==> config.mk <==
export PLATFORM = sky130hd
export DESIGN_NAME = sram_rw_port_ctrl
export DESIGN_NICKNAME = d
export VERILOG_FILES = /design/src/rtl/sram_rw_port_ctrl.sv
export SDC_FILE = /design/constraint.sdc
export NUM_CORES = 1
export LEC_CHECK = 0
export BUFFER_PORTS_ARGS = -buffer_cell sky130_fd_sc_hd__buf_2
export CAP_MARGIN = 5
export CORE_AREA = 2 2 222 224
export CTS_CLUSTER_DIAMETER = 150
export DETAILED_ROUTE_END_ITERATION = 8
export DIE_AREA = 0 0 224 226
export PLACE_DENSITY_LB_ADDON = 0.2
export SYNTH_ARGS = -nofsm -noshare
export SYNTH_HDL_FRONTEND = slang
export SYNTH_SLANG_ARGS = --single-unit
==> constraint.sdc <==
create_clock -name clock -period 10.9 [get_ports clock]
set_input_delay 1.635 -clock clock [delete_from_list [all_inputs] [get_ports clock]]
set_output_delay 1.635 -clock clock [all_outputs]
set_load 0.02 [all_outputs]
==> src/rtl/sram_rw_port_ctrl.sv <==
// sram_rw_port_ctrl
//   Initiator for a single-ported synchronous SRAM (one RW port, 1-cycle read
//   latency, lane-masked write). Turns a valid/ready request stream into
//   RW-port strobes and returns read data on a valid/ready response stream.
//   Read data is only valid in the cycle after its strobe, so it is either
//   handed straight to the consumer (bypass) or parked in a small FIFO.
//
// Ports
//   clock, reset_n          clock, async active-low reset
//   req_valid/req_ready     request handshake
//   req_write               1 = masked write, 0 = read
//   req_addr/wdata/wmask    request payload
//   resp_valid/resp_ready   read-response handshake
//   resp_data               read data, in request order
//   sram_en/wmode/addr/
//   sram_wmask/wdata        RW-port strobes (driven to 0 when idle)
//   sram_rdata              RW-port read data
module sram_rw_port_ctrl #(
  parameter int ADDR_BITS  = 10,
  parameter int DATA_BITS  = 128,
  parameter int MASK_BITS  = 16,
  parameter int RESP_DEPTH = 2
) (
  input  logic                 clock,
  input  logic                 reset_n,
  input  logic                 req_valid,
  output logic                 req_ready,
  input  logic                 req_write,
  input  logic [ADDR_BITS-1:0] req_addr,
  input  logic [DATA_BITS-1:0] req_wdata,
  input  logic [MASK_BITS-1:0] req_wmask,
  output logic                 resp_valid,
  input  logic                 resp_ready,
  output logic [DATA_BITS-1:0] resp_data,
  output logic                 sram_en,
  output logic                 sram_wmode,
  output logic [ADDR_BITS-1:0] sram_addr,
  output logic [MASK_BITS-1:0] sram_wmask,
  output logic [DATA_BITS-1:0] sram_wdata,
  input  logic [DATA_BITS-1:0] sram_rdata
);

  localparam int PTR_W = (RESP_DEPTH > 1) ? $clog2(RESP_DEPTH) : 1;
  localparam int CNT_W = $clog2(RESP_DEPTH + 1);
  localparam int OCC_W = CNT_W + 1;

  logic                 inflight;
  logic [CNT_W-1:0]     count;
  logic [PTR_W-1:0]     rd_ptr;
  logic [PTR_W-1:0]     wr_ptr;
  logic [DATA_BITS-1:0] fifo_mem [RESP_DEPTH];

  logic [OCC_W-1:0]     occupancy;
  logic                 fifo_empty;
  logic                 accept;
  logic                 pop;
  logic                 push;
  logic                 fifo_pop;

  function automatic logic [PTR_W-1:0] ptr_inc(input logic [PTR_W-1:0] p);
    return (p == PTR_W'(RESP_DEPTH - 1)) ? '0 : p + PTR_W'(1);
  endfunction

  // A read in flight already owns a FIFO slot, so credits count it too.
  // This keeps the push below from ever overflowing.
  assign occupancy  = OCC_W'(count) + OCC_W'(inflight);
  assign req_ready  = reset_n && (occupancy < OCC_W'(RESP_DEPTH));
  assign accept     = req_valid && req_ready;

  assign sram_en    = accept;
  assign sram_wmode = accept ? req_write : 1'b0;
  assign sram_addr  = accept ? req_addr  : '0;
  assign sram_wmask = accept ? req_wmask : '0;
  assign sram_wdata = accept ? req_wdata : '0;

  assign fifo_empty = (count == '0);
  assign resp_valid = !fifo_empty || inflight;
  assign resp_data  = fifo_empty ? sram_rdata : fifo_mem[rd_ptr];
  assign pop        = resp_valid && resp_ready;

  // With an empty FIFO a pop consumes the bypassed read data directly;
  // otherwise the fresh read result must be parked behind older entries.
  assign push       = inflight && !(fifo_empty && pop);
  assign fifo_pop   = pop && !fifo_empty;

  always_ff @(posedge clock or negedge reset_n) begin
    if (!reset_n) begin
      inflight <= 1'b0;
      count    <= '0;
      rd_ptr   <= '0;
      wr_ptr   <= '0;
    end else begin
      inflight <= accept && !req_write;
      if (push) wr_ptr <= ptr_inc(wr_ptr);
      if (fifo_pop) rd_ptr <= ptr_inc(rd_ptr);
      case ({push, fifo_pop})
        2'b10:   count <= count + CNT_W'(1);
        2'b01:   count <= count - CNT_W'(1);
        default: count <= count;
      endcase
    end
  end

  // Data storage carries no reset; entries are only read once counted.
  always_ff @(posedge clock) begin
    if (push) fifo_mem[wr_ptr] <= sram_rdata;
  end

  a_credit_inv: assert property (@(posedge clock) disable iff (!reset_n)
    occupancy <= OCC_W'(RESP_DEPTH));

endmodule

==> impl_metrics.sql <==
INSERT INTO impl_metrics (metric_group, metric, value, unit) VALUES
('die', 'effective_utilization_at_floorplan', '24.7', '%'),
('cells_and_area', 'n_fill_cell', '5018', ''),
('die', 'ios', '573', ''),
('sta', 'final_max_slew_viol_count', '0', ''),
('worst_setup_path', 'crit_path_max_fanout', '127', ''),
('worst_setup_path', 'critPathLaunchType', 'input port', ''),
('global_routing', 'grt_util_all_layers', '16.6', '%'),
('sta', 'final-setup-viol-count', '0', ''),
('cts', 'post_cts.repair.setup_buffers', '0', ''),
('die', 'rows', '81', ''),
('routing', 'detail-route-antenna-nets', '0', ''),
('cts', 'cts_made_buffers', '29', ''),
('die', 'y_dimension_of_the_die', '226', 'um'),
('routing', 'detailedRoute.firstIterationViolations', '357', ''),
('power_and_ir_drop', 'p_comb_share', '45.1', '%'),
('yosys', 'yosys_warnings', '0', ''),
('sta', 'timing.clock.skew', '0.0104', 'ns'),
('yosys', 'synthDominantCellAreaShare', '64.5', '%'),
('worst_setup_path', 'critPathCaptureType', 'output port', ''),
('place', 'place_congestion', '1.08', ''),
('yosys', 'netlist_area', '0.0119', 'mm2'),
('power_and_ir_drop', 'netSwitchingPower', '1580', 'uW'),
('cts', 'tritoncts', 'yes', ''),
('sta', 'setup_repair_after_global_routing_missed_its_margin', 'no', ''),
('worst_setup_path', 'criticalPathCategory', 'in2out', ''),
('die', 'die_area', '0.0506', 'mm2'),
('sta', 'final_hold_viol_count', '0', ''),
('sta', 'hold-worst-slack', '0.563', 'ns'),
('power_and_ir_drop', 'cellPowerDensity', '239', 'mW/mm2'),
('routing', 'wl_per_cell', '21.2', 'um'),
('cts', 'clock_tree_root_driver_cell', 'clkbuf_16', ''),
('cts', 'cts_sinks', '261', ''),
('routing', 'detailedRoute.firstPassIterationCount', '5', ''),
('sta', 'min_period', '5.32', 'ns'),
('global_routing', 'grt_overflow_total', '0', ''),
('die', 'area_of_the_core', '0.0483', 'mm2'),
('yosys', 'post_synth.cell_area_avg', '13.5', 'um2'),
('yosys', 'synth_common_cells', '256 x edfxtp_1, 156 x and2_1, 128 x a21oi_1, 128 x mux2i_1, 121 x nor2_1', ''),
('routing', 'highest_layer', 'met5', ''),
('yosys', 'post_synth_main_area_contributors', 'edfxtp_1 64%, mux2i_1 11%, and2_1 8.2%', ''),
('routing', 'met3WireLength', '4.61', 'mm'),
('worst_setup_path', 'critPathRequiredTime', '9.27', 'ns'),
('yosys', 'ys_dominant_reg_cell', 'edfxtp_1', ''),
('routing', 'wl', '44.0', 'mm'),
('sta', 'worst_slew_pin_slew', '0.974', 'ns'),
('global_routing', 'global_route_wire_length_before_repair', '61.5', 'mm'),
('sta', 'setup_tns', '0', 'ns'),
('worst_setup_path', 'worst_ep_arrival_time', '3.68', 'ns'),
('yosys', 'netlist-cell-type-count', '24', ''),
('cts', 'clk_transition_reported_paths', '0.06', 'ns'),
('power_and_ir_drop', 'p_clk_share', '22.6', '%'),
('run_status', 'status', 'finished clean', ''),
('yosys', 'yosys.cell_count.top_type', 'edfxtp_1', ''),
('cells_and_area', 'number_of_nets_in_the_finished_design', '1720', ''),
('cells_and_area', 'area_growth', '33.5', '%'),
('power_and_ir_drop', 'totalPowerFinal', '3800', 'uW'),
('yosys', 'ys_ff_latch', '261', ''),
('global_routing', 'grt_start_max_net_pins', '128', ''),
('global_routing', 'number_of_global_route_vias_before_repair', '8421', ''),
('cts', 'clock_insertion_delay_worst_skew', '0.55', 'ns'),
('routing', 'total_drc_errors_in_the_routed_layout', '0', ''),
('yosys', 'synth_largest_area_cell', 'edfxtp_1', ''),
('yosys', 'postSynth.asyncResetShare', '1.92', '%'),
('routing', 'met2RoutedLength', '18.1', 'mm'),
('cells_and_area', 'final_layout_size_suffix_gt1_share', '43.6', '%'),
('yosys', 'synth_edf_count', '256', ''),
('cts', 'ctsLongestPathBuffers', '3', ''),
('routing', 'num_vias', '8786', ''),
('power_and_ir_drop', 'static_leakage', '0.00699', 'uW'),
('power_and_ir_drop', 'cellInternalPower', '2220', 'uW'),
('yosys', 'synth_fp_nets', '1168', '');
-- placed cells by master, fill, tap and decap left out, types with 2 or more instances in the layout --
master	instances
a21oi_1	128
and2_1	156
buf_2	572
buf_4	10
clkbuf_1	6
clkbuf_16	29
clkinv_1	9
clkinv_2	3
dfrtp_1	4
diode_2	5
edfxtp_1	256
inv_1	2
mux2i_1	128
nor2_1	119
nor2_2	10
nor2_4	2
xnor2_1	3
xor2_1	2
-- registers in the layout, indices dropped and copies added, names as in the netlist --
name / flops
fifo_mem: 256
count: 2
inflight: 1
rd_ptr: 1
wr_ptr: 1
-- final cells by class --
cell class / instances / area, um2 / share of cell area [%]
multi-input combinational: 556 / 3540 / 22.3
sequential: 261 / 7820 / 49.1
antenna: 5 / 12.5 / 0.0786
timing repair buffer: 582 / 2940 / 18.5
inverter: 2 / 7.51 / 0.0472
clock inverter: 14 / 66.3 / 0.417
clock buffer: 35 / 748 / 4.70
tap: 622 / 778 / 4.89
-- layer usage --
metal	vias up	global-route usage [%]
li1	4254	-
met1	4090	23.9
met2	370	23.3
met3	58	7.09
met4	14	2.60
met5	-	0
-- path summary, 6_finish.rpt --
kind	cells after the start	slack (ns)	to	from
max	5	5.58	sram_wdata[83]	reset_n
max reg2reg	4	8.00	fifo_mem[1][90]	count[0]
min reg2reg	1	0.56	count[1]	count[1]
min	1	0.56	count[1]	count[1]
min in group asynchronous	1	0.91	inflight	reset_n
max in group asynchronous	1	9.81	rd_ptr	reset_n
-- power groups by stage --
stage          Sequential, uW  Clock, uW  Combinational, uW
2_1_floorplan            1210          0               1260
3_3_place_gp             1250          0               1740
3_5_place_dp             1250          0               1740
4_1_cts                  1230        899               1740
5_1_grt                  1240        932               1850
6_report                 1230        861               1710
-- kinds of logic after synthesis --
logic type	synth area share [%]
fa+ha+maj	0.105
simple gates	12.9
xor+xnor	0.367
compound gates	5.45
mux	10.7
flops	65.5
buf+inv	4.88
-- stage by stage --
| stage | setup WS (ns) | std cells | utilization (%) | cell area [um2] |
|---|---|---|---|---|
| 6_report | 5.58 | 2077 | 32.9 | 15900 |
| 3_3_place_gp | 5.66 | 2023 | 31.2 | 15100 |
| 3_5_place_dp | 5.64 | 2023 | 31.2 | 15100 |
| 2_1_floorplan | 3.18 | 880 | - | 11900 |
| 5_1_grt | 5.43 | 2073 | 32.9 | 15900 |
| 4_1_cts | 5.64 | 2072 | 32.9 | 15900 |
-- critical path: stages --
cell and delay (ns):
buf_2 0.19, and4b_4 0.44, buf_4 0.79, and2_1 0.34, buf_2 0.20
(Power assumes the default switching activity.)
